[src/rtl/countdown_timer.sv]
// countdown_timer: H:M:S countdown driven by a 1 Hz tick, with load/start/pause/clear control.
// Ports: clk, rst_n (async active-low); tick; load_valid/load_ready with load_h/m/s;
//        start/pause/clear pulses; hours/mins/secs remaining; busy, done, load_err status.
module countdown_timer #(
    parameter int MAX_HOURS = 23
) (
    input  logic       clk,
    input  logic       rst_n,
    input  logic       tick,
    input  logic       load_valid,
    output logic       load_ready,
    input  logic [5:0] load_h,
    input  logic [5:0] load_m,
    input  logic [5:0] load_s,
    input  logic       start,
    input  logic       pause,
    input  logic       clear,
    output logic [5:0] hours,
    output logic [5:0] mins,
    output logic [5:0] secs,
    output logic       busy,
    output logic       done,
    output logic       load_err
);
    typedef enum logic [1:0] {IDLE, LOADED, RUN, PAUSED} state_t;

    localparam logic [5:0] MAX_H = 6'(MAX_HOURS);

    state_t     state_q, state_d;
    logic [5:0] hours_q, hours_d, mins_q, mins_d, secs_q, secs_d;
    logic       done_q, done_d, load_err_q, load_err_d;
    logic       load_ok, zero;

    assign load_ready = state_q == IDLE || state_q == LOADED;
    assign busy       = state_q == RUN || state_q == PAUSED;
    assign hours      = hours_q;
    assign mins       = mins_q;
    assign secs       = secs_q;
    assign done       = done_q;
    assign load_err   = load_err_q;
    assign load_ok    = load_h <= MAX_H && load_m <= 6'd59 && load_s <= 6'd59;
    assign zero       = hours_q == 6'd0 && mins_q == 6'd0 && secs_q == 6'd0;

    always_comb begin
        state_d    = state_q;
        hours_d    = hours_q;
        mins_d     = mins_q;
        secs_d     = secs_q;
        done_d     = 1'b0;
        load_err_d = 1'b0;
        if (clear) begin
            state_d = IDLE;
            hours_d = 6'd0;
            mins_d  = 6'd0;
            secs_d  = 6'd0;
        end else if (load_valid && load_ready) begin
            if (load_ok) begin
                state_d = LOADED;
                hours_d = load_h;
                mins_d  = load_m;
                secs_d  = load_s;
            end else begin
                // a held-high bad request must not produce back-to-back error pulses
                load_err_d = !load_err_q;
            end
        end else if (pause && state_q == RUN) begin
            state_d = PAUSED;
        end else if (start && (state_q == LOADED || state_q == PAUSED)) begin
            state_d = RUN;
        end else if (state_q == RUN) begin
            if (zero) begin
                // started at 0:0:0: expire immediately, no tick needed
                done_d  = 1'b1;
                state_d = IDLE;
            end else if (tick) begin
                if (secs_q != 6'd0) begin
                    secs_d = secs_q - 6'd1;
                end else if (mins_q != 6'd0) begin
                    mins_d = mins_q - 6'd1;
                    secs_d = 6'd59;
                end else begin
                    hours_d = hours_q - 6'd1;
                    mins_d  = 6'd59;
                    secs_d  = 6'd59;
                end
                if (hours_d == 6'd0 && mins_d == 6'd0 && secs_d == 6'd0) begin
                    done_d  = 1'b1;
                    state_d = IDLE;
                end
            end
        end
    end

    always_ff @(posedge clk or negedge rst_n) begin
        if (!rst_n) begin
            state_q    <= IDLE;
            hours_q    <= 6'd0;
            mins_q     <= 6'd0;
            secs_q     <= 6'd0;
            done_q     <= 1'b0;
            load_err_q <= 1'b0;
        end else begin
            state_q    <= state_d;
            hours_q    <= hours_d;
            mins_q     <= mins_d;
            secs_q     <= secs_d;
            done_q     <= done_d;
            load_err_q <= load_err_d;
        end
    end
endmodule

[config.mk]
export PLATFORM = sky130hd
export DESIGN_NAME = countdown_timer
export DESIGN_NICKNAME = d
export VERILOG_FILES = /design/src/rtl/countdown_timer.sv
export SDC_FILE = /design/constraint.sdc
export NUM_CORES = 1
export LEC_CHECK = 0
export CAP_MARGIN = 20
export CORE_MARGIN = 4
export CORE_UTILIZATION = 30
export CTS_BUF_LIST = sky130_fd_sc_hd__clkbuf_16
export DETAILED_ROUTE_END_ITERATION = 6
export SKIP_LAST_GASP = 1
export SLEW_MARGIN = 20
export SYNTH_ARGS = -nofsm -noshare
export SYNTH_HDL_FRONTEND = slang
export SYNTH_SLANG_ARGS = --single-unit
[constraint.sdc]
create_clock -name clk -period 5.65 [get_ports clk]
set_input_delay 0.8475 -clock clk [delete_from_list [all_inputs] [get_ports clk]]
set_output_delay 0.8475 -clock clk [all_outputs]
set_load 0.02 [all_outputs]
==> results.json <==
{
  "status": "complete, no violations",
  "drc": 0,
  "synth_top_family_by_area": "compound AO/OA/AOI/OAI gates",
  "dp_hpwl_mm": 3.772,
  "diodes": 0,
  "skew_ns": 0.002392,
  "io_buffers": 46,
  "post_cts_resized": 0,
  "crit_arrival_ns": 3.56,
  "critPathMaxFanout": 29,
  "synth_compound_gate_area_share": 0.2799,
  "syn_to_final_growth_pct": 33.94,
  "power.density_nw_per_um2": 313.4,
  "syn_nets": 233,
  "syn-cell-area_um2": 1663,
  "crit_family": "simple AND/OR/NAND/NOR gates",
  "ys_warn_count": 0,
  "fp-row-count": 26,
  "clkSlewWorstSetupHoldPaths_ns": 0.06,
  "dieWidth_um": 82.45,
  "cp_slowest_cell": "nor2b_2",
  "insertion_delay_ns": 0.26,
  "synth_xor_xnor_area_share": 0.02107,
  "slew_headroom": 0.3125,
  "setup_tns_ns": 0,
  "yosys.area_share.simple": 0.2641,
  "fmax_mhz": 295.8,
  "worst_slew_pin_slew_ns": 1.027,
  "cts_hold_buf": 0,
  "post_drt_wl_per_cell_um": 16.24,
  "synthMuxAreaShare": 0.01204,
  "whs_ns": 0.4414,
  "die_area_um2": 6798,
  "post_cts_buffers": 0,
  "slew_violations": 0,
  "nets": 272,
  "period_minus_slack_ns": 3.380,
  "seq_area_frac_synth": 0.3311,
  "synth_edf_count": 0,
  "drtPass1Iterations": 4,
  "postSynthCellCount": 203,
  "cts_max_level": 1,
  "final_util": 0.4252,
  "use_met1": 0.2261,
  "coreArea_um2": 5238,
  "cts_tree": "built",
  "rsz0062_at_grt": "false",
  "cp_num_buf_inv": 1,
  "use_met3": 0.03037,
  "grt_start_max_net_pins": 30,
  "hold_viol": 0,
  "drive_gt1_frac": 0.05000,
  "setup_violations": 0,
  "grt.overflow.total": 0,
  "place.gp.congestion": 0.8401,
  "endpoint_kind": "flop",
  "clock-root-buffer": "clkbuf_16",
  "num_vias": 1667,
  "initial_core_util": 0.3175,
  "cts_buffer_depth": 2,
  "grtUsageTotal": 0.1593,
  "use_met2": 0.2444,
  "grt_pass1_wl_mm": 8.452,
  "die_y_um": 82.45,
  "synthArstFlopShare": 1.000,
  "critPathKind": "primary input to flop",
  "cts-buffers-inserted": 3,
  "total_power_mw": 0.6980,
  "viasPerCell": 5.377,
  "cts_sinks": 22,
  "yosysUniqueCellTypes": 52,
  "slowest_delay_ns": 0.84,
  "top_usage_layer": "met2",
  "antenna_found_initial": 0,
  "syn_avg_cell_area_um2": 8.191,
  "timing.final.crit_share": 0.5983,
  "startpoint_type": "primary input",
  "synth_fa_ha_area_frac": 0.03762,
  "vdd_drop_max_uv": 173.0,
  "wl_mm": 5.035,
  "ys_seq_elements": 22,
  "grt_pass1_vias": 1699,
  "final_antenna_net_count": 0,
  "ios": 47,
  "crit_required_ns": 5.82,
  "synth_ff_type": "dfrtp_1",
  "power_leakage_nw": 0.8492,
  "maxCapViolCount": 0,
  "hold_path.class": "flop to flop",
  "first_iter_violations": 98,
  "path_cells": "clkdlybuf4s50_1, nor2b_2, a21oi_1, o21a_1, or2_2, o22ai_1"
}
-- per-stage QoR --
step	setup slack, ns	area [µm²]	cells
5_1_grt	2.005	2227	310
3_5_place_dp	2.039	2157	307
6_report	2.270	2227	310
4_1_cts	2.293	2232	310
3_3_place_gp	2.134	2157	307
2_1_floorplan	3.348	1663	203
-- path summary, 6_finish.rpt --
| check | slack [ns] | end | start | cells after the start |
|---|---|---|---|---|
| max | 2.27 | hours[2]$_DFFE_PN0P_ | load_valid | 6 |
| min | 0.44 | load_err$_DFF_PN0_ | load_err$_DFF_PN0_ | 1 |
| max reg2reg | 2.39 | hours[5]$_DFFE_PN0P_ | mins[0]$_DFFE_PN0P_ | 8 |
| min reg2reg | 0.44 | load_err$_DFF_PN0_ | load_err$_DFF_PN0_ | 1 |
| max in group asynchronous | 4.73 | secs[2]$_DFFE_PN0P_ | rst_n | 1 |
| min in group asynchronous | 0.57 | done$_DFF_PN0_ | rst_n | 1 |
-- cell usage in the layout, fill, tap and decap left out, types with 4 or more instances in the layout --
cell              n
clkdlybuf4s50_1  45
nand2_1          22
dfrtp_1          22
nor2_1           20
o21ai_0          15
nor3_1           11
a21oi_1          10
inv_1             9
o31ai_1           6
ha_1              5
nand4_1           4
nor4_1            4
nand3_1           4
a21o_1            4
-- state kept, by name, summed over array words and instances, names as in the netlist --
register and flops:
done 1, hours 6, load_err 1, mins 6
secs 6, state_q 2
-- layout make-up --
class | count | area [µm²]
Timing Repair Buffer | 46 | 455.4
Tap cell | 70 | 87.58
Multi-Input combinational cell | 160 | 1025
Fill cell | 537 | 3010
Clock buffer | 3 | 75.07
Inverter | 9 | 33.78
Sequential cell | 22 | 550.5
-- report_power, final --
part | leakage, nW | switching, mW | internal (mW) | total (mW)
clock | 0.0370 | 0.0598 | 0.0937 | 0.153
combinational | 0.521 | 0.183 | 0.136 | 0.318
sequential | 0.291 | 0.0450 | 0.181 | 0.226
total | 0.849 | 0.288 | 0.410 | 0.698
-- logic make-up (layout without fill, tap and decap cells) --
family,Yosys count,in the layout
flip-flops,22,22
AO/OA/AOI/OAI,64,64
AND/OR/NAND/NOR,85,85
XOR/XNOR,4,4
adder cells (fa/ha/maj),5,5
buffers and inverters,21,58
multiplexers,2,2
-- per-layer routing --
metal / wire [µm] / part of all wire
met5: 0 / 0
met4: 78 / 0.015
met3: 297 / 0.059
met2: 2185 / 0.43
met1: 2474 / 0.49
-- worst reg2reg max path, delay by kind of cell (launching register included) --
kind                     cells  cell delay [ns]
AND/OR/NAND/NOR              4             1.25
buffers and inverters        1             0.09
AO/OA/AOI/OAI                2             1.13
adder cells (fa/ha/maj)      1             0.20
flip-flops                   1             0.47
-- synth_stat cells (3+ instances only) --
| master | count | area [µm²] |
|---|---|---|
| nor2_1 | 20 | 75.07 |
| inv_1 | 9 | 33.78 |
| clkbuf_1 | 7 | 26.28 |
| a211oi_1 | 3 | 22.52 |
| or3_1 | 3 | 18.77 |
| buf_2 | 3 | 15.01 |
| nor4_1 | 4 | 25.02 |
| nand4_1 | 4 | 25.02 |
| nand2_1 | 22 | 82.58 |
| nand4b_1 | 3 | 26.28 |
| ha_1 | 5 | 62.56 |
| o21ai_0 | 15 | 75.07 |
| nand3_1 | 4 | 20.02 |
| xor2_1 | 3 | 26.28 |
| a21o_1 | 4 | 30.03 |
| dfrtp_1 | 22 | 550.5 |
| nor2b_1 | 3 | 18.77 |
| nand2b_1 | 3 | 18.77 |
| nor3_1 | 11 | 55.05 |
| o31ai_1 | 6 | 45.04 |
| a21oi_1 | 10 | 50.05 |
Power figures use the tool's default switching activity.
